`config.mk`:
```
export PLATFORM = sky130hd
export DESIGN_NAME = tt_sweep_ctrl
export DESIGN_NICKNAME = d
export VERILOG_FILES = /design/src/rtl/tt_sweep_pkg.sv /design/src/rtl/tt_settle_timer.sv /design/src/rtl/tt_sweep_ctrl.sv
export SDC_FILE = /design/constraint.sdc
export NUM_CORES = 1
export LEC_CHECK = 0
export BUFFER_PORTS_ARGS = -buffer_cell sky130_fd_sc_hd__buf_2
export CAP_MARGIN = 25
export CORE_MARGIN = 1
export CORE_UTILIZATION = 45
export CTS_CLUSTER_DIAMETER = 60
export DETAILED_ROUTE_END_ITERATION = 7
export PLACE_DENSITY = 0.65
export SYNTH_ARGS = -nofsm -noshare
export SYNTH_HDL_FRONTEND = slang
export SYNTH_SLANG_ARGS = --single-unit
export TNS_END_PERCENT = 100
```
`constraint.sdc`:
```
create_clock -name clk -period 2.65 [get_ports clk]
set_clock_uncertainty 0.05 [all_clocks]
set_input_delay 0.265 -clock clk [delete_from_list [all_inputs] [get_ports clk]]
set_output_delay 0.265 -clock clk [all_outputs]
set_load 0.02 [all_outputs]
```
`src/rtl/tt_sweep_pkg.sv`:
```
// Shared constants and state encoding for the truth-table sweep controller.
package tt_sweep_pkg;

    localparam int NUM_VECS = 16;
    localparam int VEC_W    = 4;
    localparam int TT_W     = 16;

    typedef enum logic [1:0] {
        IDLE   = 2'd0,
        SETTLE = 2'd1,
        SAMPLE = 2'd2,
        DONE   = 2'd3
    } sweep_state_t;

endpackage

```
`src/rtl/tt_settle_timer.sv`:
```
// Loadable settle down-counter; zero flags the end of the settle window.
module tt_settle_timer #(
    parameter int TIMER_W = 8
) (
    input  logic               clk,
    input  logic               rst,
    input  logic               load,
    input  logic               dec,
    input  logic [TIMER_W-1:0] load_val,
    output logic               zero
);

    logic [TIMER_W-1:0] count;

    // Load takes priority; decrement saturates at zero.
    always_ff @(posedge clk) begin
        if (rst) begin
            count <= '0;
        end else if (load) begin
            count <= load_val;
        end else if (dec && (count != '0)) begin
            count <= count - 1'b1;
        end
    end

    assign zero = (count == '0);

endmodule

```
`src/rtl/tt_sweep_ctrl.sv`:
```
// Exhaustive 4-input gate sweep: drives vectors 0..15, waits a settle time,
// samples the gate output and compares the measured table with the expected one.
// Optional macro TT_SWEEP_FIRST_FAIL_EN adds first-mismatch index reporting.
//
// state  | meaning
// IDLE   | waiting for start_i
// SETTLE | vec_o held, settle timer running
// SAMPLE | gate output written into tt_captured_o[vec_o]
// DONE   | one-cycle done_o pulse, pass_o updated
module tt_sweep_ctrl
    import tt_sweep_pkg::*;
#(
    parameter int SETTLE_CYCLES = 2,
    parameter int TIMER_W       = 8
) (
    input  logic             clk,
    input  logic             rst,
    input  logic             start_i,
    input  logic             abort_i,
    input  logic [TT_W-1:0]  tt_expected_i,
    output logic [VEC_W-1:0] vec_o,
    input  logic             gate_out_i,
    output logic             busy_o,
    output logic             done_o,
    output logic             pass_o,
`ifdef TT_SWEEP_FIRST_FAIL_EN
    output logic             first_fail_valid_o,
    output logic [VEC_W-1:0] first_fail_idx_o,
`endif
    output logic [TT_W-1:0]  tt_captured_o
);

    localparam logic [VEC_W-1:0]   LAST_VEC   = VEC_W'(NUM_VECS - 1);
    localparam logic [TIMER_W-1:0] SETTLE_RLD = TIMER_W'(SETTLE_CYCLES - 1);

    sweep_state_t    state;
    logic [TT_W-1:0] tt_exp_q;
    logic [TT_W-1:0] cap_next;
    logic            timer_load;
    logic            timer_dec;
    logic            timer_zero;

    // Timer reloads on start-accept and after every non-final sample.
    always_comb begin
        timer_load = 1'b0;
        timer_dec  = 1'b0;
        if (state == IDLE && start_i) begin
            timer_load = 1'b1;
        end else if (state == SAMPLE && !abort_i && vec_o != LAST_VEC) begin
            timer_load = 1'b1;
        end else if (state == SETTLE) begin
            timer_dec = 1'b1;
        end
    end

    // Captured table including the bit being sampled this cycle, so pass_o
    // can be decided on the same edge as the final sample.
    always_comb begin
        cap_next        = tt_captured_o;
        cap_next[vec_o] = gate_out_i;
    end

    tt_settle_timer #(
        .TIMER_W (TIMER_W)
    ) u_timer (
        .clk      (clk),
        .rst      (rst),
        .load     (timer_load),
        .dec      (timer_dec),
        .load_val (SETTLE_RLD),
        .zero     (timer_zero)
    );

    // Sweep FSM with registered outputs.
    always_ff @(posedge clk) begin
        if (rst) begin
            state              <= IDLE;
            vec_o              <= '0;
            busy_o             <= 1'b0;
            done_o             <= 1'b0;
            pass_o             <= 1'b0;
            tt_captured_o      <= '0;
            tt_exp_q           <= '0;
`ifdef TT_SWEEP_FIRST_FAIL_EN
            first_fail_valid_o <= 1'b0;
            first_fail_idx_o   <= '0;
`endif
        end else begin
            done_o <= 1'b0;
            case (state)
                IDLE: begin
                    if (start_i) begin
                        tt_exp_q           <= tt_expected_i;
                        tt_captured_o      <= '0;
                        vec_o              <= '0;
                        busy_o             <= 1'b1;
                        state              <= SETTLE;
`ifdef TT_SWEEP_FIRST_FAIL_EN
                        first_fail_valid_o <= 1'b0;
                        first_fail_idx_o   <= '0;
`endif
                    end
                end
                SETTLE: begin
                    if (abort_i) begin
                        state  <= IDLE;
                        vec_o  <= '0;
                        busy_o <= 1'b0;
                    end else if (timer_zero) begin
                        state <= SAMPLE;
                    end
                end
                SAMPLE: begin
                    if (abort_i) begin
                        state  <= IDLE;
                        vec_o  <= '0;
                        busy_o <= 1'b0;
                    end else begin
                        tt_captured_o <= cap_next;
`ifdef TT_SWEEP_FIRST_FAIL_EN
                        if (!first_fail_valid_o && (gate_out_i != tt_exp_q[vec_o])) begin
                            first_fail_valid_o <= 1'b1;
                            first_fail_idx_o   <= vec_o;
                        end
`endif
                        if (vec_o == LAST_VEC) begin
                            state  <= DONE;
                            done_o <= 1'b1;
                            busy_o <= 1'b0;
                            vec_o  <= '0;
                            pass_o <= (cap_next == tt_exp_q);
                        end else begin
                            vec_o <= vec_o + 1'b1;
                            state <= SETTLE;
                        end
                    end
                end
                DONE: begin
                    state <= IDLE;
                end
                default: begin
                    state <= IDLE;
                end
            endcase
        end
    end

endmodule
```
=== After elaboration in Yosys (flattened, before gate mapping) ===
Cells that the tools add are included.
Widths: inputs -> output; s select.

* Flip-flop bits (word level): 49
* Output and inout bits: 23

* Add/subtract/negate cells: 2
* Muxes and demuxes: 30
* Bitwise operators: 2
* Order comparisons: 2
* Eq/ne operators: 11
* Reductions and logical operators: 20

{| class="wikitable"
|+ Operator list
! kind !! count
|-
| $mux 16 || 2
|-
| $pmux 16 s2 || 1
|-
| $bwmux 16 || 1
|-
| $eq 16x16->1 || 1
|-
| $mux 4 || 4
|-
| $mux 1 || 13
|-
| $pmux 4 s3 || 1
|-
| $mux 2 || 5
|-
| $reduce_and 3->1 || 3
|-
| $logic_not 8->1 || 1
|-
| $pmux 2 s4 || 1
|-
| $reduce_bool 8->1 || 1
|-
| $sub 8x1->8 const B || 1
|-
| $ne 2x2->1 const B || 3
|-
| $logic_and 1x1->1 || 5
|-
| $lt 4x5->1 const B || 1
|-
| $add 4x1->4 const B || 1
|-
| $demux 1 s4 || 1
|-
| $eq 2x2->1 const B || 2
|-
| $eq 4x4->1 const B || 1
|-
| $ge 4x1->1 const B || 1
|-
| $ne 4x4->1 const B || 1
|-
| $reduce_and 2->1 || 2
|-
| $reduce_and 4->1 || 1
|-
| 11 further kinds || 13
|}

=== Logic depth before layout (Yosys ltp) ===
* Depth after elaboration: 8
* Depth in mapped cells: 9
* Depth with buffers taken out: 7

=== Modules after synthesis ===
A second synthesis with hierarchy kept.

* Cells, all modules: 381
* Area, all modules: 2961.6 sq um

{| class="wikitable"
|+ By module, submodules not included
! module !! times used !! seq. area each (sq um) !! area an instance (sq um) !! cells an instance
|-
| tt_sweep_ctrl || 1 || 820.8 || 2446.1 || 322
|-
| tt_settle_timer || 1 || 160.2 || 515.5 || 59
|}

=== Worst setup path before layout ===
OpenSTA, ideal clock, no wires.

* Kind: flip-flop to flip-flop
* Start point: register u_timer.count[0]
* End point: register state[1]
* Setup time: 0.070 ns
* Arrival: 2.005 ns
* Cell stages (with the launch flop): 9
* Path buffers: 1
* Data required time: 2.530 ns
* Setup slack: 0.525 ns
* Cell sequence: dfxtp_1 -> inv_1 -> ha_1 -> or4b_1 -> o21a_1 -> buf_6 -> a21o_1 -> or4_1 -> a21oi_1

* Cells in the longest elaborated chain, start to end: 3

{| class="wikitable"
|+ Ends and longest elaborated chain
! element !! line !! RTL
|-
| from (decl) || tt_settle_timer.sv:13 || <nowiki>logic [TIMER_W-1:0] count;</nowiki>
|-
| from (signal assigned) || tt_settle_timer.sv:20 || <nowiki>count <= load_val;</nowiki>
|-
| from (signal assigned) || tt_settle_timer.sv:22 || <nowiki>count <= count - 1'b1;</nowiki>
|-
| $logic_not 8->1 || tt_settle_timer.sv:26 || <nowiki>assign zero = (count == '0);</nowiki>
|-
| $ne 3x3->1 (no line) || n/a ||
|-
| $reduce_and 2->1 (no line) || n/a ||
|-
| to (signal assigned) || tt_sweep_ctrl.sv:77 || <nowiki>state <= IDLE;</nowiki>
|-
| to (signal assigned) || tt_sweep_ctrl.sv:97 || <nowiki>state <= SETTLE;</nowiki>
|-
| to (signal assigned) || tt_sweep_ctrl.sv:106 || <nowiki>state <= IDLE;</nowiki>
|-
| to (decl) || tt_sweep_ctrl.sv:36 || <nowiki>sweep_state_t state;</nowiki>
|}

No other way between the ends.
A chain may end at the register's enable or synchronous reset.

=== Worst setup path after layout ===
* Start point: register vec_o[2]
* End point: register pass_o

* Cells in the longest elaborated chain, start to end: 6
* Elaborated cells on any way between the ends: 9
* Classes of those cells: order compare: 2; eq/ne: 2; mux: 3; reduce/logical: 2

{| class="wikitable"
|+ Ends and longest elaborated chain
! element !! line !! RTL
|-
| from (decl) || tt_sweep_ctrl.sv:21 || <nowiki>output logic [VEC_W-1:0] vec_o,</nowiki>
|-
| from (signal assigned) || tt_sweep_ctrl.sv:133 || <nowiki>vec_o <= vec_o + 1'b1;</nowiki>
|-
| $lt 4x5->1 (not written as such) or $ge 4x1->1 (tied branches) || tt_sweep_ctrl.sv:60 || <nowiki>cap_next[vec_o] = gate_out_i;</nowiki>
|-
| $logic_and 1x1->1 (not written as such) || tt_sweep_ctrl.sv:60 ||
|-
| $mux 1 (not written as such) || tt_sweep_ctrl.sv:60 ||
|-
| $demux 1 s4 || tt_sweep_ctrl.sv:60 ||
|-
| $bwmux 16 || tt_sweep_ctrl.sv:60 ||
|-
| $eq 16x16->1 || tt_sweep_ctrl.sv:131 || <nowiki>pass_o <= (cap_next == tt_exp_q);</nowiki>
|-
| to (signal assigned) || tt_sweep_ctrl.sv:131 ||
|-
| to (decl) || tt_sweep_ctrl.sv:25 || <nowiki>output logic pass_o,</nowiki>
|}

Several ways; a longest one is shown, not always the timed one.

==> flow_metrics.py <==
metrics = {
    "floorplan": {
        "die_y_um": 81.5,
        "core_area_um2": 6030,
        "rows": 28,
        "die_w_um": 81.5,
        "boundaryPins": 44,
        "die_area_um2": 6640,
        "start_util_pct": 47.2,
    },
    "critical_path": {
        "crit_fanout": 29,
        "endpoint": "pass_o",
        "crit_arrival_ps": 2560,
        "rrSetupSlack_ps": 260,
        "slowest_stage": "dfxtp_1",
        "r2r_start": "vec_o[2]",
        "critPathMaxStageDelay_ps": 880,
        "critical_path_class": "reg2reg",
        "crit_start": "vec_o[2]",
        "path_cells": "and3b_1, mux2i_1, a2111oi_0, nand4_1, o31ai_1",
        "start_kind": "flip-flop",
        "cp.required_ps": 2820,
        "end_kind": "flip-flop",
        "r2r-end": "pass_o",
        "reg2reg_depth": 5,
    },
    "timing": {
        "slew-limit-headroom_pct": 44.0,
        "drv_slew": 0,
        "setup_viol": 0,
        "period_needed_ps": 2390,
        "fin_crit_sh_pct": 90.1,
        "hold_viol_final": 0,
        "hold_ws_ps": 140,
        "fmax_mhz": 419,
        "rsz0062_at_grt": "no",
        "worstMarginPinSlew_ps": 839,
        "tns_ps": 0,
    },
    "min_path": {
        "whs_path_depth": 3,
        "min_path_type": "in2reg",
    },
    "finish": {
        "syn2layout_area_growth_pct": 13.6,
        "n_fill_cell": 612,
        "drive_above_1_share_pct": 15.2,
        "insertedDiodeCount": 0,
        "nets": 430,
        "utilization_pct": 53.6,
        "seq_area_um2": 981,
        "multi_input_area_um2": 1720,
    },
    "cts": {
        "htree_levels": 2,
        "post_cts_buffers": 0,
        "cts_buffer_depth": 2,
        "ctsResizeCount": 0,
        "clockRootBuffer": "clkbuf_8",
        "clock_sinks": 49,
        "cts_buffers": 5,
        "cts_tree": "yes",
        "hold_buffers": 0,
        "clock_latency_ps": 300,
        "cts.reportedPaths.clkPinSlew_ps": 90,
    },
    "power_and_ir_drop": {
        "p_leak_nw": 1.33,
        "power.density_nw_per_um2": 526,
        "peakVddDrop_mv": 0.488,
        "power_mw": 1.70,
    },
    "logic_synthesis": {
        "yosys_warnings": 0,
        "synth-edff-count": 0,
        "synthAdderAreaFrac_pct": 5.72,
        "post_synth_mux_area_share_pct": 1.76,
        "synth_top_family_by_area": "simple AND/OR/NAND/NOR gates",
        "synthSimpleGateAreaFrac_pct": 29.7,
        "syn-num-nets": 395,
        "synth-compound-area-share_pct": 19.0,
        "synth.distinct_cells": 46,
        "syn_inst": 361,
        "async_flop_share_pct": 0,
        "ys.flop_type": "dfxtp_1",
        "ys_ff_latch": 49,
        "synth_area_um2": 2840,
        "synth_xor_xnor_area_share_pct": 4.00,
        "synth-seq-area-share_pct": 34.5,
        "postSynthAreaPerCell_um2": 7.88,
    },
    "routing": {
        "wl_met1_mm": 3.65,
        "ant_nets": 0,
        "wl_met2_mm": 3.16,
        "top_layer": "met4",
        "drc": 0,
        "dr.pass1.iters": 4,
        "detail_route.iter0.violations": 167,
        "vias": 2662,
        "dr_wl_met3_um": 313,
        "wl_per_cell_um": 15.3,
        "wl_mm": 7.19,
        "routed_via_density": 5.65,
    },
    "global_routing": {
        "antenna_found_initial": 0,
        "grt-ovfl-total": 0,
        "grt_pass1_vias": 2439,
        "grt_pass1_wl_mm": 12.1,
        "grt_use_total_pct": 23.9,
        "grt_max_degree": 43,
    },
    "placement": {
        "numPortBuffers": 43,
        "place_congestion": 0.856,
        "dp_hpwl_mm": 5.25,
    },
    "job": {
        "maxCapViolations": 0,
    },
    "status": {
        "outcome": "finished, final reports clean",
    },
}
==> registers in the layout, summed over array words and instances (netlist names) <==
register	flops
pass_o	1
u_timer.count	8
vec_o	4
tt_exp_q	16
tt_captured_o	16
state	2
done_o	1
busy_o	1
==> worst min path at each step <==
stage                                  from      endpoint  slack (ps)
final                      tt_expected_i[1]   tt_exp_q[1]         140
after CTS                  tt_expected_i[6]   tt_exp_q[6]         140
after global routing       tt_expected_i[6]   tt_exp_q[6]         140
after floorplan           tt_expected_i[15]  tt_exp_q[15]         350
after detailed placement       tt_exp_q[15]  tt_exp_q[15]         410
after global placement         tt_exp_q[15]  tt_exp_q[15]         400
==> where the power goes <==
part | internal (mW) | switching, mW | total [mW]
Clock | 0.275 | 0.248 | 0.522
Combinational | 0.145 | 0.209 | 0.354
Sequential | 0.779 | 0.0448 | 0.824
Total | 1.20 | 0.501 | 1.70
==> worst max-delay path, delay by kind of cell, from the launching register on <==
kind	cells	cell delay, ps
AOI/OAI and AO/OA	2	740
DFF	1	880
and+or+nand+nor	2	540
muxes	1	110
==> synth_stat cells (all sizes together) (3+ instances only) <==
cell     n  area (um^2)
nor3b   14          105
nand2b   9         56.3
ha      13          163
mux2i    5         50.1
xnor2    5         43.8
a211oi   4         30.0
nor3     9         45.0
dfxtp   49          981
buf      4         26.3
nand4b   3         26.3
nand3    9         45.0
nor2    34          128
nor2b   10         62.6
a22oi   16          120
o21ai   21          105
nand2   41          154
xor2     8         70.1
a21oi   26          130
nand4    5         31.3
and3b    8         70.1
clkbuf  20         75.1
inv     12         45.0
and3     6         37.5
==> cells by family (layout without fill, tap and decap cells) <==
kind of cell | Yosys count | after routing
multiplexers | 5 | 5
flip-flops | 49 | 49
buffers and inverters | 37 | 72
adder cells (fa/ha/maj) | 13 | 13
XOR/XNOR | 13 | 13
AO/OA/AOI/OAI | 85 | 85
AND/OR/NAND/NOR | 159 | 159
==> placed cells by master, fill, tap and decap left out, types with 6 or more instances in the layout <==
cell type  instances
dfxtp_1           49
buf_2             43
nand2_1           41
nor2_1            34
a21oi_1           26
o21ai_0           21
a22oi_1           16
nor3b_1           13
ha_1              13
inv_1             12
nor2b_1           10
nand3_1            9
nor3_1             9
nand2b_1           9
xor2_1             8
and3b_1            8
buf_4              8
and3_1             6
==> per-stage QoR <==
stage,setup WS (ps),cells,instance area (um^2)
2_1_floorplan,525,361,2840
3_3_place_gp,220,463,3110
3_5_place_dp,220,464,3120
4_1_cts,207,471,3230
5_1_grt,9.04,471,3230
6_report,263,471,3230
==> routing by layer <==
layer / vias up / track usage [%]
met1: 1242 / 33.4
li1: 1346 / -
met2: 67 / 37.6
met5: - / 0
met3: 7 / 4.67
met4: 0 / 5.54
==> area by class of cell <==
class | instances | share of cell area (%)
Clock buffer | 5 | 2.13
Clock inverter | 2 | 1.08
Inverter | 13 | 1.51
Multi-Input combinational cell | 275 | 53.2
Sequential cell | 49 | 30.4
Tap cell | 75 | 2.90
Timing Repair Buffer | 52 | 8.87
(Power assumes the default switching activity.)
